--- config.mk ---
export PLATFORM = sky130hd
export DESIGN_NAME = fetch_unit
export DESIGN_NICKNAME = d
export VERILOG_FILES = /design/src/rtl/fetch_pkg.sv /design/src/rtl/fetch_fifo.sv /design/src/rtl/fetch_unit.sv
export SDC_FILE = /design/constraint.sdc
export NUM_CORES = 1
export LEC_CHECK = 0
export CAP_MARGIN = 0
export CORE_MARGIN = 2
export CORE_UTILIZATION = 50
export CTS_BUF_LIST = sky130_fd_sc_hd__clkbuf_16
export DETAILED_ROUTE_END_ITERATION = 7
export GPL_TIMING_DRIVEN = 0
export HOLD_SLACK_MARGIN = 0.02
export PLACE_DENSITY = 0.74
export RECOVER_POWER = 100
export SETUP_SLACK_MARGIN = 0.02
export SYNTH_ARGS = -nofsm -noshare
export SYNTH_HDL_FRONTEND = slang
export SYNTH_SLANG_ARGS = --single-unit
export TNS_END_PERCENT = 1
--- constraint.sdc ---
create_clock -name clk -period 5.45 [get_ports clk]
set_clock_uncertainty 0.05 [all_clocks]
set_input_delay 1.635 -clock clk [delete_from_list [all_inputs] [get_ports clk]]
set_output_delay 1.635 -clock clk [all_outputs]
set_load 0.02 [all_outputs]
--- src/rtl/fetch_pkg.sv ---
// Shared types for the instruction fetch unit: word width, fetch FSM states, FIFO entry.
package fetch_pkg;

    localparam int unsigned XLEN = 32;

    typedef enum logic [1:0] {
        StFetch,
        StFull,
        StHalt
    } fetch_state_e;

    typedef struct packed {
        logic [XLEN-1:0] instr;
        logic [XLEN-1:0] pc;
    } fetch_entry_t;

endpackage

--- src/rtl/fetch_fifo.sv ---
// Prefetch FIFO holding {instr, pc} entries; flush empties it, push with pop while full is legal.
module fetch_fifo
    import fetch_pkg::*;
#(
    parameter int unsigned DEPTH = 4,
    localparam int unsigned PW = $clog2(DEPTH),
    localparam int unsigned CW = PW + 1
) (
    input  logic          clk,
    input  logic          rst,
    input  logic          flush,
    input  logic          push,
    input  fetch_entry_t  push_data,
    input  logic          pop,
    output fetch_entry_t  head,
    output logic          full,
    output logic          empty,
    output logic [CW-1:0] count
);

    fetch_entry_t  mem_q [DEPTH];
    logic [PW-1:0] wr_ptr_q, rd_ptr_q;
    logic [CW-1:0] count_q;
    logic          do_push, do_pop;

    // Qualify requests: a pop frees the slot a same-cycle push into a full FIFO needs.
    always_comb begin
        do_pop  = pop && (count_q != '0);
        do_push = push && ((count_q != CW'(DEPTH)) || do_pop);
    end

    // Pointers and occupancy; DEPTH is a power of two so pointers wrap naturally.
    always_ff @(posedge clk) begin
        if (rst || flush) begin
            wr_ptr_q <= '0;
            rd_ptr_q <= '0;
            count_q  <= '0;
        end else begin
            if (do_push) wr_ptr_q <= wr_ptr_q + PW'(1);
            if (do_pop)  rd_ptr_q <= rd_ptr_q + PW'(1);
            count_q <= count_q + CW'(do_push) - CW'(do_pop);
        end
    end

    // Entry storage; contents are don't-care while not counted, so no reset.
    always_ff @(posedge clk) begin
        if (do_push && !flush) mem_q[wr_ptr_q] <= push_data;
    end

    assign head  = mem_q[rd_ptr_q];
    assign count = count_q;
    assign empty = (count_q == '0);
    assign full  = (count_q == CW'(DEPTH));

endmodule

--- src/rtl/fetch_unit.sv ---
// Instruction fetch unit: credit-limited requests to instruction memory, in-order responses
// buffered in a prefetch FIFO, redirect flushes and kills in-flight responses.
// Optional macro FETCH_MISALIGN_CHK_EN: misaligned redirect halts fetch and raises
// a sticky fetch_misalign_o until an aligned redirect or reset.
module fetch_unit
    import fetch_pkg::*;
#(
    parameter int unsigned     DEPTH    = 4,
    parameter logic [XLEN-1:0] RESET_PC = 32'h0000_0000
) (
    input  logic            clk,
    input  logic            rst,
    input  logic            redirect_i,
    input  logic [XLEN-1:0] redirect_pc_i,
    output logic            imem_req_o,
    output logic [XLEN-1:0] imem_addr_o,
    input  logic            imem_gnt_i,
    input  logic            imem_rvalid_i,
    input  logic [XLEN-1:0] imem_rdata_i,
`ifdef FETCH_MISALIGN_CHK_EN
    output logic            fetch_misalign_o,
`endif
    output logic            instr_valid_o,
    output logic [XLEN-1:0] instr_o,
    output logic [XLEN-1:0] instr_pc_o,
    input  logic            instr_ready_i
);

    localparam int unsigned CW = $clog2(DEPTH) + 1;
    localparam logic [CW:0] CREDIT = (CW+1)'(DEPTH);

    fetch_state_e    state_q, state_d;
    logic [XLEN-1:0] pc_q, pc_d;
    logic [XLEN-1:0] resp_pc_q, resp_pc_d;  // PC of the next live response
    logic [CW-1:0]   out_q, out_d;          // granted, not yet responded (incl. killed)
    logic [CW-1:0]   kill_q, kill_d;        // responses still to be discarded
    logic [CW-1:0]   fifo_count, count_next, live_next;
    logic [CW:0]     credit_used;
    logic [XLEN-1:0] redir_pc;
    logic            fire, pop, killed, push, misalign_redir;
    logic            fifo_full, fifo_empty;
    fetch_entry_t    push_entry, head_entry;

    assign redir_pc = redirect_pc_i & ~32'h3;

`ifdef FETCH_MISALIGN_CHK_EN
    logic misalign_q;
    assign misalign_redir   = redirect_i && (redirect_pc_i[1:0] != 2'b00);
    assign fetch_misalign_o = misalign_q;
`else
    assign misalign_redir = 1'b0;
`endif

    // Request only in StFetch; a same-cycle redirect always suppresses it.
    assign imem_req_o  = !rst && !redirect_i && (state_q == StFetch);
    assign imem_addr_o = pc_q;

    // Next-state for counters, PCs and FSM; StFetch means credit is available next cycle.
    always_comb begin
        fire       = imem_req_o && imem_gnt_i;
        pop        = instr_valid_o && instr_ready_i;
        killed     = imem_rvalid_i && (redirect_i || (kill_q != '0));
        push       = imem_rvalid_i && !killed && (!fifo_full || pop);
        out_d      = out_q + CW'(fire) - CW'(imem_rvalid_i);
        kill_d     = redirect_i ? out_d
                                : kill_q - CW'(imem_rvalid_i && (kill_q != '0));
        count_next = redirect_i ? '0 : fifo_count + CW'(push) - CW'(pop);
        live_next  = out_d - kill_d;
        credit_used = {1'b0, count_next} + {1'b0, live_next};

        pc_d      = redirect_i ? redir_pc : (fire ? pc_q + 32'd4 : pc_q);
        resp_pc_d = redirect_i ? redir_pc : (push ? resp_pc_q + 32'd4 : resp_pc_q);

        state_d = state_q;
        if (redirect_i) begin
            state_d = misalign_redir ? StHalt : StFetch;
        end else if (state_q != StHalt) begin
            state_d = (credit_used < CREDIT) ? StFetch : StFull;
        end

        push_entry.instr = imem_rdata_i;
        push_entry.pc    = resp_pc_q;
    end

    // Fetch FSM and its bookkeeping registers.
    always_ff @(posedge clk) begin
        if (rst) begin
            state_q   <= StFetch;
            pc_q      <= RESET_PC;
            resp_pc_q <= RESET_PC;
            out_q     <= '0;
            kill_q    <= '0;
`ifdef FETCH_MISALIGN_CHK_EN
            misalign_q <= 1'b0;
`endif
        end else begin
            state_q   <= state_d;
            pc_q      <= pc_d;
            resp_pc_q <= resp_pc_d;
            out_q     <= out_d;
            kill_q    <= kill_d;
`ifdef FETCH_MISALIGN_CHK_EN
            if (redirect_i) misalign_q <= misalign_redir;
`endif
        end
    end

    fetch_fifo #(
        .DEPTH(DEPTH)
    ) u_fifo (
        .clk      (clk),
        .rst      (rst),
        .flush    (redirect_i),
        .push     (push),
        .push_data(push_entry),
        .pop      (pop),
        .head     (head_entry),
        .full     (fifo_full),
        .empty    (fifo_empty),
        .count    (fifo_count)
    );

    assign instr_valid_o = !fifo_empty;
    assign instr_o       = head_entry.instr;
    assign instr_pc_o    = head_entry.pc;

endmodule

==> out/qor.yml, run 1 <==
drt:
  drt_iter0_markers: 793
  wl_um: 32100
  drc: 0
  dr_total_vias: 8904
  dr.pass1.iters: 5
  wl_per_cell_um: 21.7
  viasPerCell: 6.02
  detail-route-antenna-nets: 0
timing:
  finalCritPeriodShare_pct: 95.9
  finalSetupTns_ns: 0
  finalSetupViolations: 0
  final_hold_viol_count: 0
  relSlewSlack_pct: 14.5
  tightest_slew_ns: 1.28
  fin_hold_ws_ns: 0.466
  grt_setup_unrepaired: "no"
  slew_viol_final: 0
  max_freq_mhz: 191
  min_period_ns: 5.23
final_layout:
  layout_commonest_cell: "edfxtp_1"
  mostFrequentLayoutCells: "edfxtp_1, dlygate4sd3_1, dfxtp_1"
  diodes: 0
  syn2layout_area_growth_pct: 22.2
  layout.nets: 1204
  fill_cells: 1967
  drive_gt1_share_pct: 11.5
  final_util_pct: 62.3
cts:
  cts_resized: 0
  insertion_delay_ns: 0.56
  hold_buffers: 0
  h-tree-depth: 1
  cts-root-buf: "clkbuf_16"
  clock-sinks: 324
  post_cts_buffers: 0
  clk_pin_slew_worst_paths_ns: 0.06
  cts_made_buffers: 31
  tritoncts: "done"
  clockBufferDepth: 3
die:
  dieWidth_um: 170
  fp.dieArea_um2: 28900
  core_area_um2: 27000
  fp-row-count: 60
  die_h_um: 170
  io_pins: 168
  initial_core_util_pct: 51.0
grt:
  grt_max_degree: 54
  grt_overflow: 0
  grt_pass1_vias: 8907
  track_usage_pct: 22.3
  grt_pass1_wl_um: 49900
  antenna_found_initial: 0
power:
  power_leakage_nw: 5.53
  pwr_density_cell_nw_per_um2: 333
  ir_drop_mv: 0.258
min_path:
  holdCritPathClass: "flop to flop"
setup_path:
  crit_family: "buffers and inverters"
  cp-end-kind: "output pin"
  cp-start-kind: "input pin"
  critPathSlowestCell: "dlygate4sd3_1"
  crit_type: "input pin to output pin"
  slowest_delay_ns: 0.67
  critPathArrivalTime_ns: 3.54
  cp_data_required_time_ns: 3.76
  path_cells: "buf_6, clkbuf_1, or2_2, clkbuf_1, nor2_1, dlygate4sd3_1"
  path_common_cell: "clkbuf_1"
  crit_buf_inv: 4
  cp_max_fo: 10
yosys:
  syn_area_um2: 13800
  synth_cell_types: 73
  synth-async-reset-ratio_pct: 0
  synth_flop_cell: "edfxtp_1"
  yosysSeqAreaShare_pct: 65.1
  yosys_warnings: 0
  synth-seq-cells: 324
  synth_edf_count: 248
  synth.avg_cell_area_um2: 15.1
  syn_inst: 914
placement:
  gp_congestion: 0.912
  port_buffers: 159
  hpwlAfterDp_um: 21500
outcome:
  status: "completed"
flow_run:
  maxCapViolCount: 0
-- power by group --
part / leakage (nW) / switching, W / internal (W) / total, W
Clock: 0.515 / 0.000865 / 0.00112 / 0.00198
Combinational: 2.13 / 0.000413 / 0.000344 / 0.000757
Sequential: 2.89 / 0.0000950 / 0.00277 / 0.00287
Total: 5.53 / 0.00137 / 0.00423 / 0.00561
-- worst paths after layout --
check | start | slack (ns) | endpoint | depth (start not counted)
min | u_fifo.wr_ptr_q[1] | 0.47 | u_fifo.wr_ptr_q[1] | 2
max reg2reg | u_fifo.count[1] | 1.61 | state_q[0] | 13
min reg2reg | u_fifo.wr_ptr_q[1] | 0.47 | u_fifo.wr_ptr_q[1] | 2
max | redirect_i | 0.22 | imem_req_o | 6
-- through the flow --
| step | instance area (µm²) | total power [W] | instances | setup WS [ns] |
|---|---|---|---|---|
| global route | 16800 | 0.00582 | 1479 | 0.121 |
| global placement | 15800 | 0.00369 | 1417 | -1.11 |
| CTS | 16900 | 0.00567 | 1479 | 0.291 |
| floorplan | 13800 | 0.00336 | 917 | 0.679 |
| finish | 16800 | 0.00561 | 1479 | 0.221 |
| detailed placement | 15900 | 0.00371 | 1421 | 0.112 |
-- kinds of logic after synthesis --
logic type	after synthesis	synth area share, %
xor+xnor	20	1.37
other cells	1	0.0272
fa+ha+maj	21	2.12
mux	65	10.4
compound gates	127	7.01
flops	324	65.1
simple gates	267	11.0
buf+inv	89	3.06
-- cells in the mapped netlist, types with 6 or more instances --
cell type	instances	area, µm²
xor2_1	9	78.8
nand3_1	25	125
buf_1	9	33.8
and3_1	9	56.3
nor4_1	17	106
buf_4	6	45.0
o211ai_1	6	45.0
or3_1	15	93.8
ha_1	17	213
a31oi_1	31	194
dfxtp_1	76	1520
nand4_1	26	163
o31ai_1	6	45.0
o31a_1	9	78.8
nand2_1	57	214
a311oi_1	9	78.8
mux4_2	62	1400
or4_1	13	97.6
nor2_1	45	169
and2_1	10	62.6
o311ai_0	16	140
nor2b_1	11	68.8
clkbuf_1	30	113
inv_1	30	113
xnor2_1	10	87.6
a211oi_1	7	52.6
a21oi_1	10	50.1
edfxtp_1	248	7450
and4_1	9	78.8
nor3_1	6	30.0
-- worst register-to-register path: stages, from the launching register on --
cell,delay [ns]
dfxtp_1,0.42
nor4b_4,0.70
or3_1,0.27
clkbuf_1,0.43
buf_2,0.37
inv_1,0.08
ha_1,0.19
inv_1,0.06
fa_1,0.41
nor2_1,0.11
ha_1,0.23
nor4bb_1,0.14
nor4_1,0.20
nor2_1,0.06
-- flip-flops by register name, summed over array words and instances, names as in the netlist, named ones only --
register	flops
resp_pc_q	30
kill_q	3
u_fifo.mem_q	248
out_q	3
imem_addr_o	30
u_fifo.wr_ptr_q	2
u_fifo.count	3
u_fifo.rd_ptr_q	2
state_q	1
-- metal layers --
| metal | vias up | global-route usage [%] | routed length [µm] |
|---|---|---|---|
| met5 | - | 0 | 0 |
| met4 | 0 | 5.80 | 527 |
| met3 | 50 | 3.49 | 2530 |
| met2 | 444 | 35.5 | 15000 |
| met1 | 4348 | 32.3 | 14100 |
| li1 | 4062 | - | - |
-- area by class of cell --
type                    instances  area [µm²]  share of cell area, %
flip-flops and latches        324        8970                   53.3
inverters                      32         120                  0.714
multi-input cells             504        4400                   26.1
clock inverters                27         163                  0.966
clock buffers                  31         776                   4.61
repair buffers                163        1700                   10.1
well taps                     341         427                   2.53
plain buffers                  57         282                   1.67
(Power assumes the default switching activity.)
==> run 2, diff against run 1 <==
Settings changed: CTS_BUF_LIST sky130_fd_sc_hd__clkbuf_16 to sky130_fd_sc_hd__clkbuf_8.
==> run 2 against run 1 <==
Against the previous run:
- first-iteration DRC count rose by 5.9%
- maximum frequency shrank 0.29%
- global-route usage grew 0.15 points
- final area shrank 0.27%
- routed wire length is 0.14% higher
- critical path depth unchanged
- die area is the same
- non-clock buffer count stayed put
- cell count grew 2.2%
- sequential share of layout area up 0.14 points
- highest routed layer unchanged
- power decreased by 3.0%
==> out/qor.yml, run 2 (synthesized netlist as in run 1, its figures left out) <==
drt:
  detail-route-antenna-nets: 0
  wl_per_cell_um: 21.3
  drc: 0
  viasPerCell: 6.00
  dr_total_vias: 9069
  wl_um: 32100
  dr.pass1.iters: 7
  drt_iter0_markers: 840
grt:
  grt_pass1_wl_um: 50000
  grt_pass1_vias: 8998
  grt_overflow: 0
  grt_max_degree: 54
  antenna_found_initial: 0
  track_usage_pct: 22.4
die:
  dieWidth_um: 170
  die_h_um: 170
  fp.dieArea_um2: 28900
  io_pins: 168
  core_area_um2: 27000
  fp-row-count: 60
  initial_core_util_pct: 51.0
cts:
  tritoncts: "done"
  post_cts_buffers: 0
  clk_pin_slew_worst_paths_ns: 0.06
  cts_made_buffers: 49
  clock-sinks: 324
  h-tree-depth: 2
  clockBufferDepth: 3
  cts-root-buf: "clkbuf_8"
  cts_resized: 0
  hold_buffers: 0
  insertion_delay_ns: 0.56
final_layout:
  diodes: 0
  multi_input_area_um2: 4400
  layout.nets: 1222
  largest_reg_flops: 248
  top_register: "u_fifo.mem_q"
  layout_commonest_cell: "edfxtp_1"
  ff_latch_area_um2: 8970
  mostFrequentLayoutCells: "edfxtp_1, dlygate4sd3_1, dfxtp_1"
  fill_cells: 1972
  drive_gt1_share_pct: 13.2
  syn2layout_area_growth_pct: 21.8
power:
  cell_internal_pwr_w: 0.00403
  pwr-share-seq_pct: 52.7
  p_comb_share_pct: 13.9
  switching_share_pct: 25.9
  ir_drop_mv: 0.137
  p_clk_share_pct: 33.4
  power_leakage_nw: 5.56
  finalPower_w: 0.00544
  pwr_density_cell_nw_per_um2: 324
  switchingPower_w: 0.00141
setup_path:
  critPathSlowestCell: "dlygate4sd3_1"
  crit_type: "input pin to output pin"
  path_common_cell: "clkbuf_1"
  cp-start-kind: "input pin"
  path_cells: "buf_6, clkbuf_1, or2_2, clkbuf_1, nor2_1, dlygate4sd3_1"
  crit_family: "buffers and inverters"
  crit_buf_inv: 4
  cp_max_fo: 10
  cp-end-kind: "output pin"
  slowest_delay_ns: 0.67
  cp_data_required_time_ns: 3.76
  critPathArrivalTime_ns: 3.56
timing:
  slew_viol_final: 0
  grt_setup_unrepaired: "no"
  finalSetupViolations: 0
  max_freq_mhz: 191
  fin_hold_ws_ns: 0.466
  tightest_slew_ns: 1.27
  relSlewSlack_pct: 15.3
  setup_slack_ns: 0.206
  min_period_ns: 5.24
  finalCritPeriodShare_pct: 96.2
  final_hold_viol_count: 0
placement:
  pre_cts_slack_ns: 0.112
  port_buffers: 159
  gp_congestion: 0.912
  hpwlAfterDp_um: 21500
min_path:
  holdCritPathClass: "flop to flop"
flow_run:
  maxCapViolCount: 0
outcome:
  status: "completed"
run 2: cell types whose count changed in the layout (fill, tap and decap cells not counted), moves of 2 or more:
cell	delta
clkinvlp_4	+2
clkinv_2	+8
clkbuf_16	-31
clkbuf_8	+51
inv_1	+9
inv_2	-3
run 2: area by class of cell:
class / instances / area share [%]
Multi-Input combinational cell: 504 / 26.2
Clock buffer: 51 / 4.18
Tap cell: 341 / 2.54
Buffer: 57 / 1.68
Sequential cell: 324 / 53.4
Inverter: 32 / 0.716
Timing Repair Buffer: 163 / 10.1
Clock inverter: 39 / 1.14
run 2: worst paths after layout:
check                           depth (start not counted)          startpoint  slack [ns]                  to
worst max-delay path                                    6          redirect_i        0.21          imem_req_o
worst min-delay path                                    2  u_fifo.wr_ptr_q[1]        0.47  u_fifo.wr_ptr_q[1]
worst max register to register                         13     u_fifo.count[1]        1.60          state_q[0]
worst min register to register                          2  u_fifo.wr_ptr_q[1]        0.47  u_fifo.wr_ptr_q[1]
run 2: power by group through the flow:
stage	sequential [W]	combinational (W)	clock, W
after floorplan	0.00290	0.000455	0
after global placement	0.00291	0.000772	0
after detailed placement	0.00292	0.000792	0
after CTS	0.00286	0.000796	0.00185
after global routing	0.00288	0.000827	0.00196
final	0.00287	0.000756	0.00182
run 2: worst reg2reg max path, stage by stage, from the launching register on:
cell,delay (ns)
dfxtp_1,0.41
nor4b_4,0.70
or3_1,0.27
clkbuf_1,0.44
buf_2,0.37
inv_1,0.08
ha_1,0.19
inv_1,0.06
fa_1,0.41
nor2_1,0.11
ha_1,0.23
nor4bb_1,0.14
nor4_1,0.20
nor2_1,0.06
run 2: through the flow:
step,std cells,TNS (ns),utilization [%],instance area [µm²]
2_1_floorplan,917,0,-,13800
3_3_place_gp,1417,-266.90,58.5,15800
3_5_place_dp,1421,0,58.9,15900
4_1_cts,1511,0,62.2,16800
5_1_grt,1511,0,62.1,16800
6_report,1511,0,62.1,16800
run 2: layer usage:
metal	up-vias	GRT usage, %	wire (µm)
li1	4106	-	-
met1	4425	32.0	14000
met2	470	34.9	14800
met3	68	4.33	2660
met4	0	7.43	739
met5	-	0	0
==> run 3, diff against run 2 <==
Settings changed: CORE_UTILIZATION 50 to 58, PLACE_DENSITY 0.74 to 0.84.
==> run 3 against run 2 <==
Against the previous run:
- utilization rose by 9.2 points
- highest routed layer unchanged
- the run now ends with capacitance limit, slew limit left
- hold slack got worse by 0.019 ns
- sequential power barely moved
==> out/qor.yml, run 3 (synthesized netlist as in run 1, its figures left out) <==
setup_path:
  critPathSlowestCell: "dlygate4sd3_1"
  cp_data_required_time_ns: 3.76
  crit_family: "buffers and inverters"
  slowest_delay_ns: 0.66
  path_common_cell: "clkbuf_1"
  cp_max_fo: 10
  crit_type: "input pin to output pin"
  path_cells: "buf_6, clkbuf_1, or2_2, clkbuf_1, nor2_1, dlygate4sd3_1"
  cp-start-kind: "input pin"
  critPathArrivalTime_ns: 3.52
  crit_buf_inv: 4
  cp-end-kind: "output pin"
grt:
  grt_pass1_vias: 8982
  grt_pass1_wl_um: 49200
  grt_max_degree: 63
  track_usage_pct: 25.8
  antenna_found_initial: 1
  grt_overflow: 0
cts:
  h-tree-depth: 2
  hold_buffers: 0
  cts_made_buffers: 49
  clockBufferDepth: 3
  clock-sinks: 324
  cts_resized: 0
  insertion_delay_ns: 0.57
  post_cts_buffers: 0
  tritoncts: "done"
  clk_pin_slew_worst_paths_ns: 0.06
  cts-root-buf: "clkbuf_8"
placement:
  port_buffers: 159
  placed_cell_area_um2: 15800
  hpwlAfterDp_um: 21300
  gp_congestion: 0.927
  pre_cts_slack_ns: 0.0637
timing:
  finalCritPeriodShare_pct: 95.5
  final_hold_viol_count: 0
  finalSetupViolations: 0
  finalSetupTns_ns: 0
  slew_viol_final: 252
  setup_slack_ns: 0.243
  tightest_slew_ns: 1.67
  max_freq_mhz: 192
  relSlewSlack_pct: -11.1
  min_period_ns: 5.21
  grt_setup_unrepaired: "no"
die:
  dieWidth_um: 158
  fp.dieArea_um2: 25000
  io_pins: 168
  fp-row-count: 56
  die_h_um: 158
  core_area_um2: 23400
  initial_core_util_pct: 58.9
power:
  pwr_density_cell_nw_per_um2: 330
  ir_drop_mv: 0.168
  power_leakage_nw: 5.51
  finalPower_w: 0.00551
final_layout:
  largest_reg_flops: 248
  layout_commonest_cell: "edfxtp_1"
  drive_gt1_share_pct: 13.0
  top_register: "u_fifo.mem_q"
  syn2layout_area_growth_pct: 21.1
  design_area_um2: 16700
  fill_cells: 1496
  mostFrequentLayoutCells: "edfxtp_1, dlygate4sd3_1, dfxtp_1"
  layout.nets: 1218
drt:
  viasPerCell: 6.22
  drc: 0
  dr.pass1.iters: 6
  dr_total_vias: 9243
  detail-route-antenna-nets: 0
  drt_iter0_markers: 1004
  wl_um: 31900
  wl_per_cell_um: 21.5
flow_run:
  maxCapViolCount: 4
outcome:
  status: "complete, but fails checks"
  violations: "capacitance limit, slew limit"
min_path:
  holdCritPathClass: "flop to flop"
==> run 3: changes by cell type in the layout (fill, tap and decap cells not counted), sizes merged <==
cell / previous run / this run
clkbuf: 95 / 93
clkinv: 15 / 20
bufinv: 1 / 3
clkinvlp: 2 / 1
inv: 53 / 48
diode: 0 / 1
buf: 16 / 12
==> run 3: final cells by class <==
| cell class | instances | area [µm²] | share of cell area (%) |
|---|---|---|---|
| multi-input cells | 504 | 4400 | 26.4 |
| clock buffers | 49 | 674 | 4.04 |
| well taps | 319 | 399 | 2.39 |
| repair buffers | 159 | 1590 | 9.54 |
| plain buffers | 57 | 282 | 1.69 |
| clock inverters | 40 | 253 | 1.51 |
| inverters | 32 | 120 | 0.720 |
| diodes | 1 | 2.50 | 0.0150 |
| flip-flops and latches | 324 | 8970 | 53.7 |
==> run 3: worst reg2reg max path: stages, from the launching register on <==
cell	delay, ns
dfxtp_1	0.42
nor4b_4	0.68
or3_1	0.26
clkbuf_1	0.42
buf_2	0.36
inv_1	0.08
ha_1	0.20
inv_1	0.07
fa_1	0.43
nor2_1	0.11
ha_1	0.23
nor4bb_1	0.14
nor4_1	0.19
nor2_1	0.08
==> run 3: path summary, 6_finish.rpt <==
check	startpoint	slack [ns]	endpoint	cells past startpoint
worst min-delay path	u_fifo.wr_ptr_q[1]	0.45	u_fifo.wr_ptr_q[1]	2
worst min register to register	u_fifo.wr_ptr_q[1]	0.45	u_fifo.wr_ptr_q[1]	2
worst max register to register	u_fifo.count[1]	1.62	state_q[0]	13
worst max-delay path	redirect_i	0.24	imem_req_o	6
==> run 3: stage by stage <==
step	cells	hold WS, ns	utilization, %
2_1_floorplan	917	0.419	-
3_3_place_gp	1395	0.432	67.4
3_5_place_dp	1395	0.439	67.5
4_1_cts	1484	0.448	71.4
5_1_grt	1485	0.460	71.3
6_report	1485	0.447	71.3
==> run 3: power breakdown <==
part | total, W | switching (W) | internal, W
clock network | 0.00189 | 0.000906 | 0.000988
registers | 0.00287 | 0.0000962 | 0.00278
logic | 0.000746 | 0.000408 | 0.000337
total | 0.00551 | 0.00141 | 0.00410
==> run 3: routing by layer <==
layer  part of all wire [%]  track usage [%]
met1                     39             35.5
met2                     48             41.3
met5                      0                0
met3                     10             5.53
met4                    2.7             8.58
